===== src/rtl/hazard_ctrl_pkg.sv =====
// rtl/hazard_ctrl_pkg.sv - shared types and constants for the pipeline hazard controller
package hazard_ctrl_pkg;

    typedef enum logic {
        RUN     = 1'b0,
        MD_BUSY = 1'b1
    } ctrl_state_t;

    localparam int          REG_W    = 5;
    localparam logic [4:0]  REG_ZERO = 5'd0;

    typedef struct packed {
        logic hold_ifid;
        logic clear_ifid;
        logic hold_idex;
        logic clear_idex;
        logic hold_exmem;
        logic clear_exmem;
        logic hold_memwb;
        logic clear_memwb;
    } pipe_ctl_t;

    // Control word that clears every pipeline register and holds nothing
    function automatic pipe_ctl_t ctl_clear_all();
        pipe_ctl_t c;
        c = '0;
        c.clear_ifid  = 1'b1;
        c.clear_idex  = 1'b1;
        c.clear_exmem = 1'b1;
        c.clear_memwb = 1'b1;
        return c;
    endfunction

endpackage


===== src/rtl/hazard_ctrl_sat_counter.sv =====
// rtl/hazard_ctrl_sat_counter.sv - saturating up-counter used for the stall-cycle statistic
module sat_counter #(
    parameter int W = 32
) (
    input  logic         clk,
    input  logic         rst_n,
    input  logic         inc,
    output logic [W-1:0] count
);

    logic [W-1:0] count_q;
    logic [W-1:0] count_d;

    // Increment unless already all-ones, so the statistic sticks at max instead of wrapping
    always_comb begin
        count_d = count_q;
        if (inc && (count_q != {W{1'b1}})) begin
            count_d = count_q + {{(W-1){1'b0}}, 1'b1};
        end
    end

    // Counter register
    always_ff @(posedge clk or negedge rst_n) begin
        if (!rst_n) begin
            count_q <= '0;
        end else begin
            count_q <= count_d;
        end
    end

    assign count = count_q;

endmodule


===== src/rtl/hazard_ctrl.sv =====
// rtl/hazard_ctrl.sv - hold/clear generation for the 5-stage pipeline registers and PC
module hazard_ctrl
    import hazard_ctrl_pkg::*;
#(
    parameter int MD_LAT = 4,
    parameter int CNT_W  = 32
) (
    input  logic             clk,
    input  logic             rst_n,
    input  logic [4:0]       id_rs,
    input  logic [4:0]       id_rt,
    input  logic             id_uses_rt,
    input  logic             ex_memread,
    input  logic [4:0]       ex_rt,
    input  logic             ex_md_start,
    input  logic             ex_branch_taken,
    input  logic             mem_req,
    input  logic             mem_ready,
    output logic             hold_pc,
    output logic             hold_ifid,
    output logic             clear_ifid,
    output logic             hold_idex,
    output logic             clear_idex,
    output logic             hold_exmem,
    output logic             clear_exmem,
    output logic             hold_memwb,
    output logic             clear_memwb,
    output logic             md_busy,
    output logic [CNT_W-1:0] stall_cnt
);

    ctrl_state_t state_q, state_d;
    logic [3:0]  md_cnt_q, md_cnt_d;
    logic        md_busy_q, md_busy_d;

    logic        mem_stall;
    logic        md_stall;
    logic        load_use;
    logic        flush;
    pipe_ctl_t   ctl;
    logic        hold_pc_c;

    assign mem_stall = mem_req & ~mem_ready;
    assign md_stall  = ((state_q == RUN) & ex_md_start) |
                       ((state_q == MD_BUSY) & (md_cnt_q != 4'd0));
    assign load_use  = ex_memread & (ex_rt != REG_ZERO) &
                       ((ex_rt == id_rs) | (id_uses_rt & (ex_rt == id_rt)));
    assign flush     = ex_branch_taken;

    // Priority resolution: one hazard source owns the control word each cycle
    always_comb begin
        ctl       = '0;
        hold_pc_c = 1'b0;
        if (!rst_n) begin
            ctl = ctl_clear_all();
        end else if (mem_stall) begin
            hold_pc_c       = 1'b1;
            ctl.hold_ifid   = 1'b1;
            ctl.hold_idex   = 1'b1;
            ctl.hold_exmem  = 1'b1;
            ctl.clear_memwb = 1'b1;
        end else if (md_stall) begin
            hold_pc_c       = 1'b1;
            ctl.hold_ifid   = 1'b1;
            ctl.hold_idex   = 1'b1;
            ctl.clear_exmem = 1'b1;
        end else if (flush) begin
            // The load-use consumer in ID is wrong-path, so the flush wins
            ctl.clear_ifid  = 1'b1;
            ctl.clear_idex  = 1'b1;
        end else if (load_use) begin
            hold_pc_c       = 1'b1;
            ctl.hold_ifid   = 1'b1;
            ctl.clear_idex  = 1'b1;
        end
    end

    // Next-state for the mult/div occupancy tracker; a memory wait freezes it in place
    always_comb begin
        state_d  = state_q;
        md_cnt_d = md_cnt_q;
        if (!mem_stall) begin
            case (state_q)
                RUN: begin
                    if (ex_md_start) begin
                        state_d  = MD_BUSY;
                        md_cnt_d = 4'(MD_LAT - 1);
                    end
                end
                MD_BUSY: begin
                    if (md_cnt_q != 4'd0) begin
                        md_cnt_d = md_cnt_q - 4'd1;
                    end else begin
                        state_d = RUN;
                    end
                end
                default: state_d = RUN;
            endcase
        end
        md_busy_d = (state_d == MD_BUSY) && (md_cnt_d != 4'd0);
    end

    // FSM state, counter and registered busy flag
    always_ff @(posedge clk or negedge rst_n) begin
        if (!rst_n) begin
            state_q   <= RUN;
            md_cnt_q  <= 4'd0;
            md_busy_q <= 1'b0;
        end else begin
            state_q   <= state_d;
            md_cnt_q  <= md_cnt_d;
            md_busy_q <= md_busy_d;
        end
    end

    sat_counter #(.W(CNT_W)) u_stall_cnt (
        .clk   (clk),
        .rst_n (rst_n),
        .inc   (hold_pc_c),
        .count (stall_cnt)
    );

    assign hold_pc     = hold_pc_c;
    assign hold_ifid   = ctl.hold_ifid;
    assign clear_ifid  = ctl.clear_ifid;
    assign hold_idex   = ctl.hold_idex;
    assign clear_idex  = ctl.clear_idex;
    assign hold_exmem  = ctl.hold_exmem;
    assign clear_exmem = ctl.clear_exmem;
    assign hold_memwb  = ctl.hold_memwb;
    assign clear_memwb = ctl.clear_memwb;
    assign md_busy     = md_busy_q;

endmodule

===== config.mk =====
export PLATFORM = sky130hd
export DESIGN_NAME = hazard_ctrl
export DESIGN_NICKNAME = d
export VERILOG_FILES = /design/src/rtl/hazard_ctrl_pkg.sv /design/src/rtl/hazard_ctrl_sat_counter.sv /design/src/rtl/hazard_ctrl.sv
export SDC_FILE = /design/constraint.sdc
export NUM_CORES = 1
export LEC_CHECK = 0
export ABC_AREA = 1
export BUFFER_PORTS_ARGS = -buffer_cell sky130_fd_sc_hd__buf_4
export CORE_UTILIZATION = 45
export DETAILED_ROUTE_END_ITERATION = 8
export GPL_ROUTABILITY_DRIVEN = 0
export MAX_ROUTING_LAYER = met4
export PLACE_DENSITY = 0.78
export SKIP_CTS_REPAIR_TIMING = 1
export SYNTH_ARGS = -nofsm -noshare
export SYNTH_HDL_FRONTEND = slang
export SYNTH_SLANG_ARGS = --single-unit
export TNS_END_PERCENT = 50

===== constraint.sdc =====
create_clock -name clk -period 4.4 [get_ports clk]
set_clock_uncertainty 0.05 [all_clocks]
set_input_delay 0.44 -clock clk [delete_from_list [all_inputs] [get_ports clk]]
set_output_delay 0.44 -clock clk [all_outputs]
set_load 0.005 [all_outputs]

==> results.md <==
* Post-route cell area at ~3300 sq um
* Final period util at 62.3%
* Util after Layout at between 50% and 60%
* Worst Path Required at slightly below 4 ns
* Clock insertion delay at the later pin of the skew report at approximately 0.29 ns
* Top Ports at between 60 and 70
* Synth Register Bits at 38
* Status: complete, no violations
* Critical Path AT at ~2.3 ns
* First-pass GRT wire length at roughly 12 mm
* Reg2reg setup slack at between 1.5 and 2 ns
* Critical path class: flip-flop to primary output
* Area grow syn2layout at 21.7%
* N_diodes at 0
* Synth area leaders: dfrtp_1, nand2_1, nand3_1
* Die Wd at 79.8 microns
* Max Freq at between 0.3 and 0.4 GHz
* Clock period minus worst slack at approximately 2.7 ns
* Launch point of the worst reg-to-reg path: md_cnt_q[0]
* Vert. Die Dim at between 70 and 80 microns
* TritonRoute pass-1 iters at 4
* Setup TNS at 0 ns
* M2 GR Usage at roughly 40%
* Max cap viols at 0
* Rel. slew slack at between 50% and 60%
* # clock sinks at 38
* FILL cells at approximately 560
* Cell taking the most area after synthesis: dfrtp_1
* Setup violations, final at 0
* Seq/Total Area, Yosys at between 30% and 40%
* Largest net degree at the start of global routing at 43
* Setup crit end kind: primary output
* CP startpoint kind: flip-flop
* DP Area at 3220 sq um
* Met3 Use GR at 4.57%
* Top-count cell post-synth: nand2_1
* Final net count at slightly above 500
* Crit-path cells: inv_1, ha_1, nand3_1, nor2_1, nor2_1, o21ai_0, nand2_2, buf_4
* Via-to-Cell Ratio at 5.03
* Initial DRC count at 201
* Synthesized area at approximately 2700 sq um
* Port Buf Inserts at 63
* Layout cells sized above 1 at 16.6%
* HP Class: input port to async pin
* Post-synth top area share at 34.9%
* Max-slew violations at 0
* Std cell rows at 27
* Detailed Place HPWL at 5.04 mm
* Total global routing overflow at 0
* Worst slew pin tran at between 0.6 and 0.7 ns
* Initial antenna violation count at 0
* Clk buf depth at 2
* Htree depth at 2
* Prevailing post-synth register cell: dfrtp_1
* Core Footprint at 5680 sq um
* Root buffer cell: clkbuf_8
* GRT busiest layer: met2
* CP max stage delay at 0.46 ns
* Hold Fails Final Rpt at 0
* GR Util met1 at 30.1%
* Async set-reset flop share out of synthesis at between 90% and 100%
* Via count at about 2.8k
* Synth Area per Inst at about 6.4 sq um
* Synthesized net count at ~450
* Total Routing Usage GR at 23.9%
* LEAKAGE at ~1.8 nW
* Yosys warning count at 0
* Drc violations at 0
* RSZ-0062 raised after global routing: false
* Initial core utilization at 47.9%
* Die Area at approximately 6400 sq um
* EDFF count, synth at 0
* Antenna-violating nets left at 0
* Unique cell type count in the Yosys netlist at 27
* Commonest cells post-synth: nand2_1, nor2_1, nand3_1
* Reg-to-Reg End: u_stall_cnt.count[30]
* Cell Pwr Density at between 200 and 300 nW/um^2
* Inserted Clock Buffers at 5
* Most common cell on crit path: nor2_1
* R2R depth at 10
* Drt total wl at approximately 6.7 mm
* Clk pin slew, worst setup/hold paths at 0.08 ns
* Cell count after synthesis at 426
* Wirelength per Cell at around 12 microns
* Critical path fanouts, max at 35
* Max stage delay cell, worst path: nand2_2
* Vias in the first global route at approximately 2.7k
* CTS tree: yes
* Peak VDD IR at ~0.25 mV
metal layers:
layer / up-vias / share of wire [%]
met1: 1295 / 45
met4: 0 / 1.5
li1: 1432 / -
met2: 72 / 48
met5: - / 0
met3: 10 / 6.0
sequential cells by signal (all words and copies together), names as in the netlist:
signal,flops
u_stall_cnt.count,32
md_cnt_q,4
state_q,1
md_busy,1
power breakdown:
| group | internal, W | total, W | switching, W |
|---|---|---|---|
| Sequential | 0.000394 | 0.000440 | 0.0000458 |
| Combinational | 0.000128 | 0.000291 | 0.000164 |
| Clock | 0.000126 | 0.000253 | 0.000127 |
| Total | 0.000648 | 0.000984 | 0.000336 |
cell type report:
type | count | area [sq um] | share of cell area, %
clock buffer | 6 | 82.6 | 2.49
clock inverter | 2 | 12.5 | 0.378
inverter | 47 | 176 | 5.33
multi-input combinational | 330 | 1520 | 45.8
sequential | 38 | 951 | 28.7
tap | 72 | 90.1 | 2.72
timing repair buffer | 64 | 480 | 14.5
layout by cell type (no fill, tap or decap):
master / netlist / final
nand2_1: 170 / 170
buf_4: 2 / 64
nor2_1: 54 / 54
nand3_1: 50 / 50
inv_1: 45 / 45
dfrtp_1: 38 / 38
xor2_1: 15 / 15
xnor2_1: 8 / 8
nor3_1: 8 / 8
o21ai_0: 6 / 6
clkbuf_8: 0 / 6
nand3b_1: 3 / 3
a21oi_1: 2 / 2
nand4_1: 2 / 2
nand2_2: 2 / 2
inv_2: 2 / 2
ha_1: 2 / 2
o22ai_1: 1 / 1
a21boi_0: 1 / 1
nor3_2: 1 / 1
nor3_4: 1 / 1
nand3_2: 1 / 1
nor2_2: 1 / 1
nand4_2: 1 / 1
conb_1: 1 / 1
clkinvlp_4: 0 / 1
clkinv_2: 0 / 1
worst max path at each step:
| stage | start | to | slack (ns) | cells past startpoint |
|---|---|---|---|---|
| 2_1_floorplan | md_cnt_q[0] | hold_pc | 2.40 | 9 |
| 3_3_place_gp | rst_n | u_stall_cnt.count[1] | 1.70 | 8 |
| 3_5_place_dp | rst_n | u_stall_cnt.count[30] | 1.57 | 8 |
| 4_1_cts | md_cnt_q[0] | hold_ifid | 1.66 | 8 |
| 5_1_grt | md_cnt_q[0] | hold_pc | 1.45 | 8 |
| 6_report | md_cnt_q[0] | hold_ifid | 1.66 | 8 |
cell families (layout without fill, tap and decap cells):
group	count (synthesis)	in the layout	share of synthesized area, %
AND/OR/NAND/NOR	294	294	45.3
buffers and inverters	58	119	9.29
flip-flops	38	38	34.9
XOR/XNOR	23	23	7.40
AO/OA/AOI/OAI	10	10	1.98
adder cells (fa/ha/maj)	2	2	0.919
other	1	1	0.138
critical path, delay by kind of cell (launching register included):
kind / cells / cell delay, ns
buffers and inverters: 2 / 0.39
and+or+nand+nor: 4 / 0.71
DFF: 1 / 0.40
AOI/OAI and AO/OA: 1 / 0.27
adders and majority gates: 1 / 0.18
metrics by stage:
stage          hold WS (ns)  power (W)  setup WS [ns]  instances
6_report             0.0607   0.000984           1.66        559
2_1_floorplan        0.0944   0.000628           2.40        426
5_1_grt              0.0970    0.00107           1.45        559
3_5_place_dp          0.407   0.000740           1.57        551
4_1_cts              0.0841   0.000994           1.66        559
3_3_place_gp          0.389   0.000729           1.70        551
(Power assumes the default switching activity.)
